File: src/rtl/id_ex_stage.sv
// id_ex_stage: decode of OP/OP-IMM/LUI/AUIPC into a skid-buffered ALU issue register; ID_EX_PERF_EN adds perf counters
module id_ex_stage #(
    parameter int XLEN = 32
) (
    input  logic            clk,
    input  logic            rst_n,
    input  logic            flush,
    input  logic            in_valid,
    output logic            in_ready,
    input  logic [31:0]     instr,
    input  logic [XLEN-1:0] pc,
    input  logic [XLEN-1:0] rs1_data,
    input  logic [XLEN-1:0] rs2_data,
    output logic            out_valid,
    input  logic            out_ready,
    output logic [XLEN-1:0] alu_a,
    output logic [XLEN-1:0] alu_b,
    output logic [2:0]      alu_ctl,
    output logic            alu_ctl_ex,
    output logic [4:0]      rd,
    output logic            rd_we,
    output logic            illegal
`ifdef ID_EX_PERF_EN
    ,
    output logic [31:0]     perf_issued,
    output logic [31:0]     perf_stall,
    output logic [31:0]     perf_illegal
`endif
);
    typedef struct packed {
        logic [XLEN-1:0] a;
        logic [XLEN-1:0] b;
        logic [2:0]      ctl;
        logic            ex;
        logic [4:0]      rd;
        logic            we;
        logic            ill;
    } ent_t;

    logic [6:0]      op, f7;
    logic [2:0]      f3;
    logic [XLEN-1:0] d_a, d_b;
    logic [2:0]      d_ctl;
    logic            d_ex, d_ill;
    ent_t            dec, m, s;
    logic            m_valid, s_valid, m_free, in_xfer;

    assign op = instr[6:0];
    assign f3 = instr[14:12];
    assign f7 = instr[31:25];

    always_comb begin
        d_a   = '0;
        d_b   = '0;
        d_ctl = f3;
        d_ex  = 1'b0;
        d_ill = 1'b0;
        case (op)
            7'b0110011: begin
                d_a   = rs1_data;
                d_b   = rs2_data;
                d_ex  = f7[5];
                d_ill = !(f7 == 7'h00 || (f7 == 7'h20 && (f3 == 3'b000 || f3 == 3'b101)));
            end
            7'b0010011: begin
                d_a   = rs1_data;
                d_b   = {{(XLEN-12){instr[31]}}, instr[31:20]};
                d_ex  = (f3 == 3'b101) && f7[5];
                d_ill = (f3 == 3'b001 && f7 != 7'h00) || (f3 == 3'b101 && f7 != 7'h00 && f7 != 7'h20);
            end
            7'b0110111: begin
                d_b   = {instr[31:12], 12'b0};
                d_ctl = 3'b000;
            end
            7'b0010111: begin
                d_a   = pc;
                d_b   = {instr[31:12], 12'b0};
                d_ctl = 3'b000;
            end
            default: d_ill = 1'b1;
        endcase
    end

    assign dec = '{a: d_ill ? '0 : d_a, b: d_ill ? '0 : d_b, ctl: d_ill ? 3'b000 : d_ctl,
                   ex: !d_ill && d_ex, rd: instr[11:7], we: !d_ill && |instr[11:7], ill: d_ill};

    assign m_free  = !m_valid || out_ready;
    assign in_xfer = in_valid && in_ready;

    // in_ready is kept equal to !s_valid so it comes straight from a flop
    always_ff @(posedge clk or negedge rst_n) begin
        if (!rst_n) begin
            m_valid  <= 1'b0;
            s_valid  <= 1'b0;
            in_ready <= 1'b1;
            m        <= '0;
            s        <= '0;
        end else if (flush) begin
            m_valid  <= 1'b0;
            s_valid  <= 1'b0;
            in_ready <= 1'b1;
        end else if (m_free) begin
            m_valid  <= s_valid || in_xfer;
            m        <= s_valid ? s : (in_xfer ? dec : m);
            s_valid  <= 1'b0;
            in_ready <= 1'b1;
        end else if (in_xfer) begin
            s        <= dec;
            s_valid  <= 1'b1;
            in_ready <= 1'b0;
        end
    end

    assign out_valid  = m_valid;
    assign alu_a      = m.a;
    assign alu_b      = m.b;
    assign alu_ctl    = m.ctl;
    assign alu_ctl_ex = m.ex;
    assign rd         = m.rd;
    assign rd_we      = m.we;
    assign illegal    = m.ill;

`ifdef ID_EX_PERF_EN
    always_ff @(posedge clk or negedge rst_n) begin
        if (!rst_n) begin
            perf_issued  <= '0;
            perf_stall   <= '0;
            perf_illegal <= '0;
        end else begin
            perf_issued  <= perf_issued + {31'b0, m_valid && out_ready};
            perf_stall   <= perf_stall + {31'b0, m_valid && !out_ready};
            perf_illegal <= perf_illegal + {31'b0, m_valid && out_ready && m.ill};
        end
    end
`endif
endmodule

File: config.mk
export PLATFORM = sky130hd
export DESIGN_NAME = id_ex_stage
export DESIGN_NICKNAME = d
export VERILOG_FILES = /design/src/rtl/id_ex_stage.sv
export SDC_FILE = /design/constraint.sdc
export NUM_CORES = 1
export LEC_CHECK = 0
export CAP_MARGIN = 20
export CORE_AREA = 2 2 165 167
export CTS_BUF_LIST = sky130_fd_sc_hd__clkbuf_2 sky130_fd_sc_hd__clkbuf_4 sky130_fd_sc_hd__clkbuf_8
export DETAILED_ROUTE_END_ITERATION = 8
export DIE_AREA = 0 0 167 169
export GPL_TIMING_DRIVEN = 0
export REMOVE_ABC_BUFFERS = 1
export SLEW_MARGIN = 40
export SYNTH_ARGS = -nofsm -noshare
export SYNTH_HDL_FRONTEND = slang
export SYNTH_SLANG_ARGS = --single-unit
export TNS_END_PERCENT = 5
File: constraint.sdc
create_clock -name clk -period 2.8 [get_ports clk]
set_clock_uncertainty 0.15 [all_clocks]
set_input_delay 0.42 -clock clk [delete_from_list [all_inputs] [get_ports clk]]
set_output_delay 0.42 -clock clk [all_outputs]
set_load 0.1 [all_outputs]
==> run_results.csv, run 1 <==
group,metric,value,unit
run_status,status,"finished, final reports clean",
place,hpwl,17900,um
cells_and_area,regArea,3830,um^2
sta,finalMaxSlewViolations,0,
sta,worst_slack,0.0326,ns
drt,first_pass_iters,5,
sta,setup_viol,0,
floorplan,rows,60,
sta,timing.hold.ws,0.233,ns
clock_tree,clk_pin_slew,0.09,ns
critical_path,critPathArrivalTime,2.96,ns
cells_and_area,fin_cells,1461,
critical_path,crit_type,"primary input to flip-flop",
power_and_ir_drop,ir_drop,0.000260,V
sta,hold_violations,0,
floorplan,dieHeight,169,um
cells_and_area,nets,1241,
critical_path,critPathTopFamily,"simple AND/OR/NAND/NOR gates",
clock_tree,clkSinkCount,153,
global_routing,grt_first_pass_wirelength,41200,um
hold_path,hold_class,"primary input to async pin",
cells_and_area,syn_to_final_growth,34.6,%
drt,drtAntennaViolNets,0,
cells_and_area,diodes,0,
critical_path,worst-r2r-setup-slack,0.15,ns
clock_tree,cts_tree,"done",
clock_tree,numCtsBuffers,17,
critical_path,slowest_delay,0.61,ns
logic_synthesis,yosysWarnings,0,
logic_synthesis,synth_edf_count,0,
logic_synthesis,yosysUniqueCellTypes,41,
global_routing,grt_pass1_vias,7215,
power_and_ir_drop,p_leak,4.98,nW
power_and_ir_drop,power_density,436,nW/um^2
critical_path,regToRegEndpoint,"alu_ctl[2]",
logic_synthesis,synth_cells,908,
cells_and_area,layout_commonest_cell,"dfrtp_1",
critical_path,r2r_start,"s_valid",
drt,drc,0,
logic_synthesis,synth_area,8610,um^2
cells_and_area,multi_input_area,4500,um^2
floorplan,die_w,167,um
drt,viasPerCell,5.06,
floorplan,pin_count,210,
critical_path,cp_cell_sequence,"clkdlybuf4s50_1, nand4b_1, buf_6, buf_4, or3_2, buf_16, or3b_2, o31ai_1",
power_and_ir_drop,power.total,0.00506,W
clock_tree,cts_buffer_depth,2,
cells_and_area,layout_common_cells,"dfrtp_1 (151), nand2_1 (128), clkdlybuf4s50_1 (126)",
critical_path,critPathBufInv,4,
global_routing,grt_max_degree,69,
logic_synthesis,ys_seq_area_frac,0.445,
critical_path,end_kind,"flip-flop",
floorplan,start_util,0.325,
global_routing,antenna_found_initial,0,
cells_and_area,drive_above_1_share,0.192,
sta,fin_tns_setup,0,ns
sta,fmax,361,MHz
critical_path,start_kind,"primary input",
clock_tree,cts_root_buffer,"clkbuf_8",
drt,wl_per_cell,17.4,um
clock_tree,clk_latency,0.44,ns
logic_synthesis,async_flop_share,1.00,
sta,relSlewSlack,0.469,
place,io_buffer_count,209,
critical_path,reg2reg_depth,9,
floorplan,core,26500,um^2
global_routing,grt-ovfl-total,0,
sta,grt_setup_unrepaired,"no",
drt,drt_iter0_markers,353,
cells_and_area,fillers,2659,
critical_path,worstPathRequired,2.99,ns
sta,finalCritPeriodShare,0.988,
global_routing,grt_util_all_layers,0.183,
logic_synthesis,synth_area_per_cell,9.49,um^2
sta,min_period,2.77,ns
floorplan,dieArea,28200,um^2
drt,wl,25400,um
critical_path,crit_slowest_cell,"or3_2",
clock_tree,cts.htree.levels,4,
sta,worst_slew_pin_slew,0.796,ns
critical_path,critPathMaxFanout,21,
drt,vias,7388,
place,dp_cells,1424,
critical_path,critical_path_depth,8,
logic_synthesis,synth_flop_cell,"dfrtp_1",
job,maxCapViolCount,0,
place,place.gp.congestion,0.719,
logic_synthesis,synth_seq_cells,153,
place,dp_worst_setup_slack,-0.762,ns
==> worst max-delay path by stage <==
stage / from / slack (ns) / endpoint
final: instr[4] / 0.03 / alu_ctl_ex
after CTS: instr[26] / 0.04 / s[74]
after floorplan: s_valid / -6.64 / alu_a[0]
after global placement: s_valid / -12.17 / alu_a[19]
after global routing: in_ready / 0.005 / alu_a[24]
after detailed placement: instr[0] / -0.76 / alu_ctl_ex
==> sequential cells by signal, summed over array words and instances (netlist names) <==
name,count
out_valid,1
alu_a,32
rd,5
s_valid,1
alu_b,32
rd_we,1
illegal,1
in_ready,1
alu_ctl_ex,1
s,75
alu_ctl,3
==> cells by family (layout without fill, tap and decap cells) <==
| family | Yosys count | count (layout) | share of synthesized area |
|---|---|---|---|
| xor+xnor | 1 | 1 | 0.00102 |
| buf+inv | 94 | 306 | 0.0437 |
| simple gates | 368 | 368 | 0.229 |
| mux | 86 | 86 | 0.100 |
| compound gates | 206 | 206 | 0.182 |
| flops | 153 | 153 | 0.445 |
==> per-stage QoR <==
| step | utilization | instance area, um^2 |
|---|---|---|
| after floorplan | - | 8250 |
| after global routing | 0.438 | 11600 |
| after detailed placement | 0.418 | 11100 |
| after CTS | 0.436 | 11600 |
| after global placement | 0.406 | 10800 |
| final | 0.438 | 11600 |
==> synth_stat cells (2+ instances only) <==
master    instances  share of area
and2_1           69          0.050
a211o_1          19          0.019
a21oi_1           5         0.0029
nor3_1            3         0.0017
nand2_1         129          0.056
o31ai_2          10          0.015
buf_1             4         0.0017
or3_1            13         0.0094
inv_1             3         0.0013
nor2_1            2        0.00087
nor2b_1           5         0.0036
buf_6             2         0.0026
nand3b_1         35          0.031
buf_2             7         0.0041
o21ai_1           2         0.0012
dfrtp_1         152           0.44
o21ai_0          69          0.040
o31ai_1          51          0.044
mux2i_1          85          0.099
nand2b_1         52          0.038
a211oi_1         32          0.028
clkbuf_1         78          0.034
o41ai_2          12          0.023
nand3_1          52          0.030
==> cell type report <==
cell class                      count  share of cell area
Multi-Input combinational cell    661               0.388
Sequential cell                   153               0.331
Timing Repair Buffer              272               0.205
Tap cell                          341              0.0368
Clock buffer                       19              0.0220
Clock inverter                     12              0.0164
Inverter                            3            0.000971
==> what timing repair did <==
action                     in CTS  in global routing
resized for setup               5                  3
hold endpoints to repair      153                  0
hold buffers                    1                  0
pin swaps                       2                  2
setup endpoints to repair      41                 23
setup buffers                   2                  3
==> per-layer routing <==
layer / global-route usage / wire [um]
met1: 0.247 / 12000
met2: 0.300 / 12000
met5: 0 / 0
met4: 0.0439 / 235
met3: 0.0388 / 1230
==> where the power goes <==
part | total [W] | internal [W] | switching, W
Combinational | 0.000850 | 0.000360 | 0.000491
Sequential | 0.00228 | 0.00225 | 0.0000259
Clock | 0.00193 | 0.00102 | 0.000909
Note: power is estimated with default switching activity, not from simulation.
==> inputs of run 2 (changes only) <==
--- a/config.mk
+++ b/config.mk
@@ -5,7 +5,6 @@
 export SDC_FILE = /design/constraint.sdc
 export NUM_CORES = 1
 export LEC_CHECK = 0
-export CAP_MARGIN = 20
 export CORE_AREA = 2 2 165 167
 export CTS_BUF_LIST = sky130_fd_sc_hd__clkbuf_2 sky130_fd_sc_hd__clkbuf_4 sky130_fd_sc_hd__clkbuf_8
 export DETAILED_ROUTE_END_ITERATION = 8
==> constraint.sdc (replaced) <==
create_clock -name clk -period 2.8 [get_ports clk]
set_clock_uncertainty 0.15 [all_clocks]
set_input_delay 0.28 -clock clk [delete_from_list [all_inputs] [get_ports clk]]
set_output_delay 0.28 -clock clk [all_outputs]
set_load 0.1 [all_outputs]
==> run 2 against run 1 <==
Against the previous run: cell count is the same; clock-buffer cell count is the same; fmax grew 4.1%; critical path depth grew 1.
==> run_results.csv, run 2 (synthesis gave the netlist of run 1 again) <==
group,metric,value,unit
sta,min_period,2.66,ns
critical_path,cp-endpoint,"alu_ctl[2]",
sta,finalCritPeriodShare,0.950,
cells_and_area,layout_commonest_cell,"dfrtp_1",
drt,viasPerCell,5.06,
cells_and_area,layout_common_cells,"dfrtp_1 (151), nand2_1 (128), clkdlybuf4s50_1 (128)",
critical_path,end_kind,"flip-flop",
clock_tree,cts.htree.levels,4,
drt,drtAntennaViolNets,0,
cells_and_area,nets,1241,
power_and_ir_drop,power_density,437,nW/um^2
global_routing,grt_util_all_layers,0.182,
critical_path,worstPathRequired,2.96,ns
place,hpwl,17900,um
cells_and_area,syn_to_final_growth,34.4,%
hold_path,hold_class,"primary input to async pin",
sta,relSlewSlack,0.464,
sta,finalMaxSlewViolations,0,
critical_path,critPathArrivalTime,2.82,ns
critical_path,slowest_delay,0.61,ns
drt,vias,7392,
clock_tree,clk_latency,0.44,ns
sta,setup_viol,0,
floorplan,pin_count,210,
sta,worst_slew_pin_slew,0.803,ns
critical_path,reg2reg_depth,9,
drt,drt_iter0_markers,365,
cells_and_area,diodes,0,
drt,drc,0,
critical_path,crit_type,"flip-flop to flip-flop",
floorplan,dieArea,28200,um^2
power_and_ir_drop,power.total,0.00506,W
clock_tree,cts_buffer_depth,2,
floorplan,dieHeight,169,um
place,io_buffer_count,209,
critical_path,cp_cell_sequence,"a21oi_1, nor3_2, buf_4, clkbuf_4, buf_4, buf_4, clkbuf_4, mux2i_1, o31ai_1",
critical_path,critPathMaxFanout,20,
critical_path,crit_path_start,"s_valid",
clock_tree,clkSinkCount,153,
cells_and_area,drive_above_1_share,0.190,
run_status,status,"finished, final reports clean",
cells_and_area,largest_register_ffs,75,
floorplan,core,26500,um^2
sta,fmax,376,MHz
global_routing,antenna_found_initial,0,
critical_path,start_kind,"flip-flop",
floorplan,die_w,167,um
global_routing,grt_first_pass_wirelength,41200,um
place,place_area,11100,um^2
cells_and_area,top_register,"s",
sta,worst_slack,0.141,ns
clock_tree,numCtsBuffers,17,
critical_path,regToRegEndpoint,"alu_ctl[2]",
cells_and_area,final_cell_area,11600,um^2
drt,first_pass_iters,5,
sta,hold_violations,0,
floorplan,start_util,0.325,
critical_path,crit_top_cell,"buf_4",
power_and_ir_drop,p_leak,4.96,nW
clock_tree,cts_tree,"done",
global_routing,grt-ovfl-total,0,
power_and_ir_drop,ir_drop,0.000259,V
drt,wl_per_cell,17.4,um
floorplan,rows,60,
clock_tree,clk_pin_slew,0.09,ns
critical_path,r2r_start,"s_valid",
sta,grt_setup_unrepaired,"no",
critical_path,worst-r2r-setup-slack,0.14,ns
global_routing,grt_pass1_vias,7225,
global_routing,grt_max_degree,69,
critical_path,crit_slowest_cell,"dfrtp_4",
drt,wl,25400,um
clock_tree,cts_root_buffer,"clkbuf_8",
job,maxCapViolCount,0,
place,dp_worst_setup_slack,-0.622,ns
place,place.gp.congestion,0.719,
## run 2: worst min path at each step
stage	endpoint	depth (start not counted)	slack [ns]
after floorplan	alu_a[0]	0	-0.17
final	s[3]	2	0.09
after global placement	s[22]	2	0.30
after CTS	s[3]	2	0.06
after global routing	rd[1]	2	0.07
after detailed placement	rd[1]	1	-0.02
## run 2: area by class of cell
cell class	count	area, um^2
fill	2665	14900
multi-input combinational	661	4470
sequential	153	3830
timing repair buffer	272	2380
tap	341	427
clock buffer	19	255
clock inverter	12	190
inverter	3	11.3
## run 2: routing by layer
layer	wire (um)	track usage	vias to the layer above	share of wire
li1	-	-	3632	-
met1	11900	0.246	3568	0.47
met2	12000	0.300	177	0.47
met3	1290	0.0388	15	0.051
met4	241	0.0439	0	0.0095
met5	0	0	-	0
## run 2: report_power, final
| group | internal [W] | total, W | switching [W] | leakage, nW |
|---|---|---|---|---|
| registers | 0.00225 | 0.00228 | 0.0000259 | 2.11 |
| logic | 0.000360 | 0.000850 | 0.000489 | 2.63 |
| clock network | 0.00102 | 0.00193 | 0.000911 | 0.218 |
## run 2: through the flow
stage / setup TNS [ns] / std cells / hold WS [ns] / util
2_1_floorplan: -579.16 / 817 / -0.166 / -
3_3_place_gp: -2114.48 / 1367 / 0.297 / 0.406
3_5_place_dp: -29.18 / 1424 / -0.0230 / 0.418
4_1_cts: 0 / 1458 / 0.0603 / 0.436
5_1_grt: 0 / 1461 / 0.0663 / 0.437
6_report: 0 / 1461 / 0.0912 / 0.437
## run 2: worst max-delay path, delay by kind of cell (launching register included)
kind | cells | cell delay, ns
flops | 1 | 0.61
compound gates | 2 | 0.24
simple gates | 1 | 0.29
buf+inv | 5 | 1.01
mux | 1 | 0.20
## run 2: what timing repair did
action	in CTS	in global routing
resized for setup	0	2
pin swaps	1	2
hold endpoints to repair	153	0
endpoints found under the setup margin	2	20
buffers inserted	2	3
hold buffers	1	0
==> inputs of run 3 (changes only) <==
--- a/config.mk
+++ b/config.mk
@@ -5,12 +5,14 @@
 export SDC_FILE = /design/constraint.sdc
 export NUM_CORES = 1
 export LEC_CHECK = 0
-export CORE_AREA = 2 2 165 167
+export CORE_AREA = 2 2 197 141
 export CTS_BUF_LIST = sky130_fd_sc_hd__clkbuf_2 sky130_fd_sc_hd__clkbuf_4 sky130_fd_sc_hd__clkbuf_8
 export DETAILED_ROUTE_END_ITERATION = 8
-export DIE_AREA = 0 0 167 169
+export DIE_AREA = 0 0 199 143
+export DONT_BUFFER_PORTS = 1
 export GPL_TIMING_DRIVEN = 0
 export REMOVE_ABC_BUFFERS = 1
+export SKIP_CTS_REPAIR_TIMING = 1
 export SLEW_MARGIN = 40
 export SYNTH_ARGS = -nofsm -noshare
 export SYNTH_HDL_FRONTEND = slang
==> run 3 against run 2 <==
Against the previous run: the flow now finishes with violations (negative hold slack); critical path type unchanged; clock power rose by 6%; sequential share of layout area rose by 2.9 points; non-clock buffer count fell by 123.
==> run_results.csv, run 3 (synthesis gave the netlist of run 1 again) <==
group,metric,value,unit
critical_path,reg2reg_depth,9,
sta,fmax,367,MHz
clock_tree,clk_latency,0.46,ns
critical_path,crit_top_cell,"buf_4",
place,place_area,9390,um^2
clock_tree,numCtsBuffers,17,
floorplan,core,26500,um^2
global_routing,grt-ovfl-total,0,
cells_and_area,top_register,"s",
power_and_ir_drop,p_leak,4.34,nW
job,maxCapViolCount,0,
global_routing,grt_max_degree,154,
critical_path,crit_type,"flip-flop to flip-flop",
drt,drc,0,
critical_path,r2r_start,"out_valid",
clock_tree,cts_buffer_depth,2,
critical_path,critPathMaxFanout,14,
power_and_ir_drop,power_density,456,nW/um^2
critical_path,worstPathRequired,2.98,ns
global_routing,antenna_found_initial,0,
run_status,violations,"negative hold slack",
sta,finalMaxSlewViolations,0,
floorplan,dieHeight,143,um
critical_path,cp-endpoint,"alu_b[15]",
clock_tree,cts_tree,"done",
critical_path,end_kind,"flip-flop",
global_routing,grt_util_all_layers,0.180,
cells_and_area,syn_to_final_growth,26.8,%
global_routing,grt_pass1_vias,6541,
place,place.gp.congestion,0.713,
sta,setup_viol,0,
cells_and_area,final_cell_area,10900,um^2
critical_path,crit_slowest_cell,"dfrtp_2",
place,io_buffer_count,0,
clock_tree,clk_pin_slew,0.10,ns
cells_and_area,layout_common_cells,"nand2_1 (128), dlygate4sd3_1 (94), mux2i_1 (85)",
drt,wl,27400,um
sta,grt_setup_unrepaired,"yes",
floorplan,dieArea,28500,um^2
drt,first_pass_iters,5,
critical_path,start_kind,"flip-flop",
cells_and_area,largest_register_ffs,75,
sta,min_period,2.72,ns
cells_and_area,drive_above_1_share,0.202,
critical_path,crit_path_start,"out_valid",
drt,vias,7152,
sta,finalCritPeriodShare,0.973,
floorplan,rows,50,
floorplan,die_w,199,um
floorplan,pin_count,210,
cells_and_area,diodes,0,
cells_and_area,nets,1118,
sta,hold_violations,162,
drt,viasPerCell,5.25,
sta,relSlewSlack,0.619,
critical_path,critPathArrivalTime,2.90,ns
drt,drt_iter0_markers,341,
critical_path,worst-r2r-setup-slack,0.08,ns
cells_and_area,fin_cells,1362,
power_and_ir_drop,power.total,0.00499,W
place,dp_cells,1236,
drt,wl_per_cell,20.1,um
critical_path,regToRegEndpoint,"alu_b[15]",
clock_tree,cts_root_buffer,"clkbuf_8",
drt,drtAntennaViolNets,0,
sta,worst_slew_pin_slew,0.571,ns
critical_path,slowest_delay,0.71,ns
place,hpwl,17100,um
power_and_ir_drop,ir_drop,0.000239,V
sta,timing.hold.ws,-0.651,ns
clock_tree,clkSinkCount,153,
run_status,status,"finished with violations",
cells_and_area,layout_commonest_cell,"nand2_1",
global_routing,grt_first_pass_wirelength,39000,um
clock_tree,cts.htree.levels,4,
floorplan,start_util,0.326,
critical_path,cp_cell_sequence,"nor2b_1, nor3_4, buf_6, buf_8, buf_4, buf_4, buf_4, mux2i_1, o31ai_1",
hold_path,hold_class,"primary input to async pin",
[run 3: changes by cell type in the layout (fill, tap and decap cells not counted), moves of 2 or more]
cell and delta:
dfrtp_1 -75, dlygate4sd3_1 +93, buf_4 -3, clkdlybuf4s50_1 -128, nor3_2 -2, buf_2 -81
clkbuf_4 -3, buf_16 -2, buf_6 -2, nor3_4 +2, dfrtp_2 +75
[run 3: critical path, delay by kind of cell (launching register included)]
kind / cells / cell delay [ns]
flops: 1 / 0.71
compound gates: 1 / 0.09
mux: 1 / 0.16
simple gates: 2 / 0.61
buf+inv: 5 / 0.84
[run 3: cell type report]
cell class,count,area (um^2)
Clock buffer,19,262
Multi-Input combinational cell,661,4510
Sequential cell,153,3930
Inverter,3,11.3
Fill cell,2591,15500
Timing Repair Buffer,149,1530
Tap cell,364,455
Clock inverter,13,215
[run 3: per-stage QoR]
| stage | utilization | setup WS (ns) | TNS [ns] |
|---|---|---|---|
| finish | 0.413 | 0.0759 | 0 |
| global route | 0.413 | -0.0419 | -0.0880 |
| CTS | 0.373 | -0.963 | -24.11 |
| detailed placement | 0.355 | -0.938 | -22.90 |
| global placement | 0.329 | -12.12 | -1159.07 |
| floorplan | - | -6.64 | -579.16 |
[run 3: worst min path at each step]
stage | start | endpoint | slack (ns) | cells past startpoint
finish | rst_n | alu_b[21] | -0.65 | 0
CTS | rst_n | alu_b[21] | -0.70 | 0
global route | rst_n | s[33] | -0.71 | 0
detailed placement | rst_n | s[33] | -0.16 | 0
floorplan | rst_n | alu_a[0] | -0.17 | 0
global placement | rst_n | s[33] | -0.16 | 0
[run 3: routing by layer]
layer	vias to the layer above	wire length, um	global-route usage
li1	3387	-	-
met1	3524	13000	0.252
met2	226	12100	0.268
met3	15	2120	0.0633
met4	0	188	0.0365
met5	-	0	0
[run 3: where the power goes]
part	internal (W)	total, W	switching, W
Sequential	0.00226	0.00241	0.000156
Clock	0.00112	0.00205	0.000928
Combinational	0.000246	0.000526	0.000280
Total	0.00362	0.00499	0.00136
